===== src/rtl/backtrack_stack.sv =====
// Backtrack stack: LIFO of candidate words for a search sequencer.
// Pushes extend the current path, pops unwind it, and an FSM tracks whether
// the sequencer is building (RUN), unwinding (UNWIND) or in an error state.
module backtrack_stack #(
  parameter int unsigned WIDTH = 8,
  parameter int unsigned DEPTH = 8
) (
  input  logic                       clk,
  input  logic                       rst,
  input  logic                       clear,
  input  logic                       push,
  input  logic [WIDTH-1:0]           push_data,
  input  logic                       pop,
  input  logic                       fail_in,
  output logic [WIDTH-1:0]           top_data,
  output logic [$clog2(DEPTH):0]     count,
  output logic                       empty,
  output logic                       full,
  output logic                       backtrack,
  output logic                       done,
  output logic                       err
);

  localparam int unsigned AW = $clog2(DEPTH);
  localparam int unsigned CW = AW + 1;

  typedef enum logic [1:0] {
    IDLE   = 2'd0,
    RUN    = 2'd1,
    UNWIND = 2'd2,
    ERR    = 2'd3
  } state_t;

  state_t           state_q, state_d;
  logic [CW-1:0]    count_q, count_d;
  logic [WIDTH-1:0] top_q, top_d;
  logic             err_q, err_d;

  logic             mem_we;
  logic [AW-1:0]    mem_waddr;
  logic [WIDTH-1:0] mem_wdata;
  logic [WIDTH-1:0] mem [DEPTH];

  logic             full_c;
  logic             empty_c;
  logic [WIDTH-1:0] pop_top_c;

  assign full_c  = (count_q == CW'(DEPTH));
  assign empty_c = (count_q == '0);

  // Entry that becomes the top after a pop; zero when the pop empties the stack.
  always_comb begin
    pop_top_c = '0;
    if (count_q >= CW'(2)) begin
      pop_top_c = mem[AW'(count_q - CW'(2))];
    end
  end

  // Next-state, next-count, next-top and memory write decode.
  always_comb begin
    state_d   = state_q;
    count_d   = count_q;
    top_d     = top_q;
    err_d     = err_q;
    mem_we    = 1'b0;
    mem_waddr = '0;
    mem_wdata = push_data;

    if (clear) begin
      state_d = IDLE;
      count_d = '0;
      top_d   = '0;
      err_d   = 1'b0;
    end else begin
      case (state_q)
        IDLE: begin
          // push together with pop on an empty stack degrades to a plain push
          if (push && !full_c) begin
            mem_we    = 1'b1;
            mem_waddr = AW'(count_q);
            count_d   = count_q + CW'(1);
            top_d     = push_data;
            state_d   = RUN;
          end else if (pop) begin
            err_d   = 1'b1;
            state_d = ERR;
          end
        end

        RUN: begin
          if (push && pop) begin
            if (empty_c) begin
              mem_we    = 1'b1;
              mem_waddr = AW'(count_q);
              count_d   = count_q + CW'(1);
              top_d     = push_data;
            end else begin
              // replace the current top in place
              mem_we    = 1'b1;
              mem_waddr = AW'(count_q - CW'(1));
              top_d     = push_data;
            end
          end else if (push) begin
            if (full_c) begin
              err_d   = 1'b1;
              state_d = ERR;
            end else begin
              mem_we    = 1'b1;
              mem_waddr = AW'(count_q);
              count_d   = count_q + CW'(1);
              top_d     = push_data;
            end
          end else if (pop) begin
            if (!empty_c) begin
              count_d = count_q - CW'(1);
              top_d   = pop_top_c;
              state_d = UNWIND;
            end else begin
              err_d   = 1'b1;
              state_d = ERR;
            end
          end
        end

        UNWIND: begin
          // pushes are dropped while unwinding; only pops make progress
          if (pop) begin
            if (!empty_c) begin
              count_d = count_q - CW'(1);
              top_d   = pop_top_c;
            end else begin
              err_d   = 1'b1;
              state_d = ERR;
            end
          end
        end

        ERR: begin
          err_d = 1'b1;
        end

        default: begin
          state_d = IDLE;
        end
      endcase
    end
  end

  // Control registers with asynchronous reset.
  always_ff @(posedge clk or posedge rst) begin
    if (rst) begin
      state_q <= IDLE;
      count_q <= '0;
      top_q   <= '0;
      err_q   <= 1'b0;
    end else begin
      state_q <= state_d;
      count_q <= count_d;
      top_q   <= top_d;
      err_q   <= err_d;
    end
  end

  // Stack storage; entries above count are never observed, so no reset.
  always_ff @(posedge clk) begin
    if (mem_we) begin
      mem[mem_waddr] <= mem_wdata;
    end
  end

  assign top_data  = top_q;
  assign count     = count_q;
  assign empty     = empty_c;
  assign full      = full_c;
  assign err       = err_q;
  assign backtrack = (state_q == RUN) && (fail_in || full_c);
  assign done      = (state_q == UNWIND) && empty_c;

endmodule


===== config.mk =====
export PLATFORM = sky130hd
export DESIGN_NAME = backtrack_stack
export DESIGN_NICKNAME = d
export VERILOG_FILES = /design/src/rtl/backtrack_stack.sv
export SDC_FILE = /design/constraint.sdc
export NUM_CORES = 1
export LEC_CHECK = 0
export ABC_CLOCK_PERIOD_IN_PS = 4000
export CORE_MARGIN = 4
export CORE_UTILIZATION = 55
export CTS_CLUSTER_SIZE = 16
export DETAILED_ROUTE_END_ITERATION = 8
export GPL_ROUTABILITY_DRIVEN = 0
export GPL_TIMING_DRIVEN = 0
export HOLD_SLACK_MARGIN = 0.05
export PLACE_DENSITY = 0.73
export RECOVER_POWER = 25
export SLEW_MARGIN = 10
export SYNTH_ARGS = -nofsm -noshare
export SYNTH_HDL_FRONTEND = slang
export SYNTH_SLANG_ARGS = --single-unit

===== constraint.sdc =====
create_clock -name clk -period 4 [get_ports clk]
set_input_delay 0.6 -clock clk [delete_from_list [all_inputs] [get_ports clk]]
set_output_delay 0.6 -clock clk [all_outputs]
set_load 0.03 [all_outputs]

Yosys cells after proc, flatten, opt, wreduce, memory -nomap -nowiden. Memories as Yosys holds them, arrays and structs flattened. Cells that the tools add are included.

Add/subtract/negate cells: 3. $lt $le $gt $ge: 1. Equal/unequal tests: 15. Multiplexer cells: 53. Reduce and logical (&&, ||, !) cells: 13.

Operators with widths (count): 8-bit two-way mux (8); 4-bit two-way mux (8); 8-bit case mux with 3 select lines (1); 2-bit two-way mux (9); 3-bit two-way mux (6); 3-bit inequality test, second input constant (6); 1-bit two-way mux (16); 4-bit inequality test, second input constant (4); 4-bit case mux with 3 select lines (1); 4-bit AND reduction (2); 7-bit AND reduction (1); 2-bit case mux with 3 select lines (1); 3-bit case mux with 2 select lines (1); 5-bit inequality test, second input constant (1); 4-bit by 1-bit adder with 4-bit output, second input constant (1); 2-bit equality test, second input constant (2); 4-bit equality test, second input constant (1); 4-bit by 2-bit greater-or-equal comparator with 1-bit output, second input constant (1); 1-bit logical AND (4); 4-bit zero test (1); 1-bit case mux with 4 select lines (1); 4-bit nonzero test (1); 4-bit by 1-bit subtractor with 4-bit output, second input constant (1); 3-bit AND reduction (1); 6 further kinds (6).

Register bits after elaboration: 15. RAM bits: 64. Input port bits: 14. Word-level logic and storage cells: 90. Memories: 1.

Memories: mem (words 8, bits a word 8, read ports 1, clocked after Yosys merged registers in 0, wr ports 1, line 42) `logic [WIDTH-1:0] mem [DEPTH];`.

Logic depth before layout (Yosys ltp). Gate-level depths: netlist of the first run. An unclocked memory read counts as a cell.

Depth after elaboration: 9. Mapped depth: 13.

Worst setup path before layout of the first run. Ideal clock, no wire load.

Path type: flip-flop to flip-flop. Start: register count_q[0] (netlist: count[0]). End: memory mem[3][0], enable pin. Arrival: 3204 ps. Required time: 3617 ps. Slack: 412 ps. Stages on the path, launching flop included: 13. Period minus slack after synthesis: 3588 ps. Path through: dfrtp_1 > clkbuf_1 > buf_2 > clkbuf_1 > inv_1 > ha_1 > or3b_1 > buf_6 > clkinv_8 > xnor2_1 > o32ai_1 > o21ai_0 > nor3_1.

Elaborated cells on any way between the ends: 20.

RTL lines: from (decl) (line 35) `logic [CW-1:0] count_q, count_d;`; from (signal assigned) (line 158) `count_q <= count_d;`; 4-bit zero test (line 49) `assign empty_c = (count_q == '0);`; net empty (line 17) `output logic empty,`; 3-bit two-way mux (line 92) `if (empty_c) begin`; 3-bit two-way mux (line 91) `if (push && pop) begin`; 3-bit case mux with 2 select lines (line 75) `case (state_q)`; 3-bit two-way mux (line 69) `if (clear) begin`; to (decl) (line 42).

The timed path passes the listed nets, and every way through them passes these cells.

Worst setup path after layout of the first run.
Start: register count_q[0] (netlist: count[0]). End: output port done.

Cells in the longest elaborated chain, start to end: 2.

RTL lines: 4-bit zero test (line 49); 1-bit logical AND (line 177) `assign done = (state_q == UNWIND) && empty_c;`; to (decl) (line 20) `output logic done,`.

No other way between the ends.

==> impl_metrics.py, run 1 <==
metrics = {
    "synth": {
        "synth_top_family_by_area": "compound AO/OA/AOI/OAI gates",
        "synth-main-ff-cell": "edfxtp_1",
        "synth_simple_gate_area_share": 0.110,
        "yosysSeqAreaShare": 0.578,
        "synth_cells": 323,
        "synth-seq-cells": 79,
        "synth_nets": 346,
        "synth-compound-area-share": 0.150,
        "yosys_warnings": 0,
        "synthMuxAreaShare": 0.0882,
        "synth_enable_flop_cells": 64,
        "syn_avg_cell_area_um2": 12.3,
        "async_reset_ff_frac": 0.190,
        "synth_fa_ha_area_frac": 0.0283,
        "synth_cell_types": 61,
        "synth-xor-area-share": 0.00441,
        "syn-cell-area_mm2": 0.00397,
    },
    "global_routing": {
        "gr-usage-all-layers": 0.231,
        "grt_pass1_wl_um": 14800,
        "grt_antenna_before_repair": 0,
        "grt_max_degree": 17,
        "grt_pass1_vias": 2790,
        "gr-total-overflow": 0,
    },
    "finish": {
        "antenna_cells": 0,
        "seq_area_mm2": 0.00230,
        "syn_to_final_growth_pct": 16.6,
        "drive_above_1_share": 0.109,
        "final_cells": 464,
        "fin_util": 0.671,
        "nets": 386,
        "nFillCells": 552,
        "multi_input_area_mm2": 0.00154,
    },
    "critical_path": {
        "critPathKind": "reg2out",
        "rrSetupSlack_ns": 0.48,
        "arrival_ns": 3.04,
        "r2r_start": "count[0]$_DFFE_PP0P_",
        "rr_endpoint": "mem[3][3]$_DFFE_PP_",
        "rr_worst_depth": 12,
        "end_kind": "primary output",
        "required_ns": 3.40,
        "cp_max_fo": 19,
        "startpoint_type": "register",
    },
    "clock_network": {
        "clk_latency_ns": 0.36,
        "numCtsBuffers": 9,
        "clockRootBuffer": "clkbuf_8",
        "clk_pin_slew_ns": 0.09,
        "cts_tree": "yes",
        "cts_buffer_depth": 2,
        "cts_hold_buf": 0,
        "htree_levels": 3,
        "cts.sinks": 79,
    },
    "timing": {
        "max_freq_mhz": 275,
        "slew-limit-headroom": 0.177,
        "finalSetupTns_ns": 0,
        "skew_ns": 0.00868,
        "hold_viol": 0,
        "rsz0062_at_grt": "false",
        "fin_crit_sh": 0.910,
        "report.final.slew_viol_count": 0,
        "setup_viol": 0,
        "tightest_slew_ns": 1.23,
        "finalCriticalPeriod_ns": 3.64,
    },
    "floorplan": {
        "die_h_um": 93,
        "core_area_mm2": 0.00691,
        "die_w_um": 93,
        "num_io_pins": 31,
        "die_area_mm2": 0.00865,
        "num_rows": 30,
        "initial_utilization": 0.575,
    },
    "drt": {
        "routed_via_density": 6.28,
        "wl_per_cell_um": 20.5,
        "drcViolationCount": 0,
        "drtIter0Drc": 390,
        "antenna_left": 0,
        "drt_wl_total_um": 9510,
        "vias": 2914,
        "first_pass_iters": 5,
    },
    "placement": {
        "dp.final_hpwl_um": 6570,
        "port_buffers": 28,
        "dpl.cell_count": 448,
    },
    "status": {
        "status": "complete, no violations",
    },
    "power_and_ir_drop": {
        "power_density_mw_per_mm2": 670,
        "vdd_drop_max_uv": 402,
        "p_leak_nw": 1.66,
        "finalPower_w": 0.00310,
    },
    "worst_hold_path": {
        "hold_end": "top_data[7]$_DFFE_PP0P_",
        "hold_class": "reg2reg",
        "min_path_cells": 2,
        "min-delay-start": "top_data[7]$_DFFE_PP0P_",
    },
    "flow_run": {
        "cap_viol_max_count": 0,
    },
}
[sequential cells by signal, summed over array words and instances, names as in the netlist]
| register | flops |
|---|---|
| mem | 64 |
| err | 1 |
| top_data | 8 |
| state_q | 2 |
| count | 4 |
[per-layer routing]
layer	share of wire	global-route usage	vias to the layer above	routed length [um]
met5	0	0	-	0
met1	0.43	0.321	1428	4110
met4	0.014	0.0745	0	129
met3	0.078	0.0547	12	740
li1	-	-	1335	-
met2	0.48	0.361	139	4530
[critical path, stage by stage, from the launching register on]
cell	delay [ns]
dfrtp_1	0.41
clkbuf_1	0.14
buf_2	0.31
inv_1	0.21
ha_1	0.30
or3b_1	0.39
buf_6	0.16
nor2_1	0.08
clkdlybuf4s50_1	0.67
[Yosys cell counts, drive strengths merged, types with 4 or more instances]
library cell,count,area [um^2]
a22o,8,70.1
a21oi,5,25.0
inv,12,45.0
nand2,36,135
nor2b,5,31.3
nand3,6,30.0
mux2i,26,260
o41ai,6,52.6
edfxtp,64,1920
ha,9,113
nor2,24,90.1
buf,7,46.3
a221oi,13,114
dfrtp,15,375
o21ai,6,30.0
a22oi,6,45.0
mux4,4,90.1
nor3,7,40.0
clkbuf,14,57.6
[through the flow]
| stage | worst slack [ns] | hold slack (ns) | cell area [um^2] |
|---|---|---|---|
| after floorplan | 0.412 | 0.501 | 3970 |
| after global placement | -0.450 | 0.498 | 4370 |
| after detailed placement | 0.0363 | 0.508 | 4390 |
| after CTS | -0.00408 | 0.532 | 4600 |
| after global routing | 0.147 | 0.556 | 4630 |
| final | 0.360 | 0.531 | 4630 |
[layout by cell type, fill, tap and decap left out, types with 9 or more instances in the layout]
cell,count
nand2_1,36
clkbuf_1,11
dfrtp_1,15
ha_1,9
nor2_1,21
inv_1,11
mux2i_1,26
clkbuf_8,9
clkdlybuf4s50_1,22
a221oi_1,13
edfxtp_1,64
[power breakdown]
part	internal (W)	total [W]	switching, W
sequential	0.000974	0.00103	0.0000538
clock	0.000303	0.000623	0.000320
combinational	0.000557	0.00145	0.000896
total	0.00183	0.00310	0.00127
[how the worst max path moves through the flow]
| stage | from | end | slack, ns | cells past startpoint |
|---|---|---|---|---|
| final | count[0]$_DFFE_PP0P_ | done | 0.36 | 8 |
| after global routing | count[0]$_DFFE_PP0P_ | backtrack | 0.15 | 8 |
| after CTS | count[0]$_DFFE_PP0P_ | mem[3][3]$_DFFE_PP_ | -0.004 | 12 |
| after detailed placement | count[0]$_DFFE_PP0P_ | mem[1][4]$_DFFE_PP_ | 0.04 | 12 |
| after global placement | count[0]$_DFFE_PP0P_ | mem[3][4]$_DFFE_PP_ | -0.45 | 12 |
| after floorplan | count[0]$_DFFE_PP0P_ | mem[3][0]$_DFFE_PP_ | 0.41 | 12 |
[cells by family (layout without fill, tap and decap cells)]
family | after synthesis | in the layout
compound gates | 75 | 75
xor+xnor | 2 | 2
fa+ha+maj | 9 | 9
buf+inv | 34 | 79
flops | 79 | 79
mux | 30 | 30
simple gates | 94 | 94
[final cells by class]
cell class / instances / area share
flip-flops and latches: 79 / 0.496
clock inverters: 7 / 0.0186
plain buffers: 20 / 0.0216
repair buffers: 30 / 0.0665
clock buffers: 9 / 0.0267
inverters: 13 / 0.0132
well taps: 96 / 0.0259
multi-input cells: 210 / 0.331
[what timing repair did]
action                                  4_1_cts  5_1_grt
gates resized for setup                       0        5
endpoints found under the setup margin        5       53
pin swaps                                     0        1
setup buffers                                 0        1
(Power assumes the default switching activity.)
==> run 2: changes to the inputs <==
--- a/config.mk
+++ b/config.mk
@@ -5,15 +5,14 @@
 export SDC_FILE = /design/constraint.sdc
 export NUM_CORES = 1
 export LEC_CHECK = 0
-export ABC_CLOCK_PERIOD_IN_PS = 4000
 export CORE_MARGIN = 4
-export CORE_UTILIZATION = 55
+export CORE_UTILIZATION = 50
 export CTS_CLUSTER_SIZE = 16
 export DETAILED_ROUTE_END_ITERATION = 8
 export GPL_ROUTABILITY_DRIVEN = 0
 export GPL_TIMING_DRIVEN = 0
 export HOLD_SLACK_MARGIN = 0.05
-export PLACE_DENSITY = 0.73
+export PLACE_DENSITY = 0.67
 export RECOVER_POWER = 25
 export SLEW_MARGIN = 10
 export SYNTH_ARGS = -nofsm -noshare
==> impl_metrics.py, run 2 (synthesis results as in run 1) <==
metrics = {
    "status": {
        "status": "complete, no violations",
    },
    "critical_path": {
        "required_ns": 3.40,
        "critical_path.cell_chain": "clkbuf_1, buf_2, inv_1, ha_1, or3b_1, buf_6, nor2_1, clkdlybuf4s50_1",
        "startpoint_type": "register",
        "slowest_delay_ns": 0.67,
        "arrival_ns": 3.09,
        "critPathKind": "reg2out",
        "crit_slowest_cell": "clkdlybuf4s50_1",
        "cp_max_fo": 19,
        "end_kind": "primary output",
    },
    "floorplan": {
        "initial_utilization": 0.514,
        "num_io_pins": 31,
        "die_area_mm2": 0.00944,
        "core_area_mm2": 0.00773,
        "num_rows": 32,
        "die_w_um": 97.2,
        "die_h_um": 97.2,
    },
    "timing": {
        "rsz0062_at_grt": "false",
        "finalCriticalPeriod_ns": 3.69,
        "hold_viol": 0,
        "fin_crit_sh": 0.922,
        "tightest_slew_ns": 0.897,
        "slew-limit-headroom": 0.399,
        "setup_viol": 0,
        "max_freq_mhz": 271,
        "report.final.slew_viol_count": 0,
        "final.setup.worst_slack_ns": 0.314,
        "skew_ns": 0.0111,
        "hold_ws_ns": 0.524,
    },
    "finish": {
        "fin_util": 0.599,
        "most-common-layout-cells": "64 x edfxtp_1, 36 x nand2_1, 26 x mux2i_1, 21 x nor2_1, 21 x clkdlybuf4s50_1",
        "antenna_cells": 0,
        "nets": 386,
        "syn_to_final_growth_pct": 16.5,
        "regMostFlops": "mem",
        "largest_reg_flops": 64,
        "final_area_mm2": 0.00463,
        "drive_above_1_share": 0.109,
        "final_common_cell": "edfxtp_1",
    },
    "global_routing": {
        "gr-total-overflow": 0,
        "grt_pass1_vias": 2672,
        "grtUsageMet1": 0.294,
        "grt_max_degree": 16,
        "grt_antenna_before_repair": 0,
        "met3_usage": 0.0438,
        "grt.met2_usage": 0.313,
        "grt_pass1_wl_um": 14800,
        "gr-usage-all-layers": 0.204,
        "grt-busiest-layer": "met2",
    },
    "drt": {
        "wl_per_cell_um": 20.1,
        "drt_wl_total_um": 9460,
        "antenna_left": 0,
        "vias": 2885,
        "first_pass_iters": 5,
        "drtIter0Drc": 279,
        "drcViolationCount": 0,
        "routed_via_density": 6.14,
    },
    "clock_network": {
        "clk_latency_ns": 0.35,
        "cts_buffer_depth": 2,
        "clk_pin_slew_ns": 0.09,
        "cts_tree": "yes",
        "numCtsBuffers": 9,
        "htree_levels": 3,
        "cts.sinks": 79,
        "clockRootBuffer": "clkbuf_8",
    },
    "placement": {
        "place_area_mm2": 0.00440,
        "dp.final_hpwl_um": 6660,
        "dp_slack_ns": -0.0714,
        "port_buffers": 28,
    },
    "power_and_ir_drop": {
        "vdd_drop_max_uv": 302,
        "p_leak_nw": 1.66,
        "power_density_mw_per_mm2": 675,
    },
    "flow_run": {
        "cap_viol_max_count": 0,
    },
    "worst_hold_path": {
        "hold_class": "reg2reg",
    },
}
-- run 2: cell count changes in the layout (fill, tap and decap cells not counted), sizes merged --
cell	delta
bufinv	+1
clkbuf	+1
clkdlybuf4s50	-1
clkinv	+2
clkinvlp	-1
dlygate4sd3	+1
inv	-3
-- run 2: what timing repair did --
action                     in CTS  in global routing
buffers inserted                0                  0
setup endpoints to repair      16                 49
hold buffers                    0                  0
gates resized for setup         2                  2
-- run 2: worst paths after layout --
check / from / to / slack (ns) / cells past startpoint
max in group asynchronous: rst / top_data[5]$_DFFE_PP0P_ / 2.95 / 2
max: count[0]$_DFFE_PP0P_ / done / 0.31 / 8
min reg2reg: top_data[2]$_DFFE_PP0P_ / top_data[2]$_DFFE_PP0P_ / 0.52 / 1
max reg2reg: count[0]$_DFFE_PP0P_ / mem[3][1]$_DFFE_PP_ / 0.42 / 12
min: top_data[2]$_DFFE_PP0P_ / top_data[2]$_DFFE_PP0P_ / 0.52 / 1
min in group asynchronous: rst / err$_DFFE_PP0P_ / 0.62 / 2
-- run 2: metrics by stage --
| step | total power [W] | TNS [ns] | std cells |
|---|---|---|---|
| final | 0.00313 | 0 | 470 |
| after global routing | 0.00331 | 0 | 470 |
| after CTS | 0.00313 | 0 | 471 |
| after detailed placement | 0.00248 | -0.592 | 455 |
| after global placement | 0.00245 | -6.92 | 453 |
| after floorplan | 0.00205 | 0 | 323 |
-- run 2: power breakdown --
group	switching (W)	internal [W]
Sequential	0.0000539	0.000973
Combinational	0.000890	0.000557
Clock	0.000296	0.000356
Total	0.00124	0.00189
-- run 2: cell type report --
| class | instances | area (um^2) |
|---|---|---|
| fill | 632 | 3100 |
| sequential | 79 | 2300 |
| clock buffer | 10 | 128 |
| clock inverter | 6 | 91.3 |
| tap | 102 | 128 |
| inverter | 13 | 61.3 |
| buffer | 20 | 100 |
| multi-input combinational | 210 | 1530 |
| timing repair buffer | 30 | 295 |
-- run 2: worst max-delay path, delay by kind of cell, from the launching register on --
family                     cells  cell delay (ns)
buffers and inverters          5             1.53
and+or+nand+nor                2             0.48
DFF                            1             0.40
adders and majority gates      1             0.32
-- run 2: routing by layer --
metal / vias to the layer above / routed length (um)
met1: 1425 / 4190
met4: 0 / 103
met5: - / 0
met3: 11 / 672
met2: 116 / 4490
li1: 1333 / -
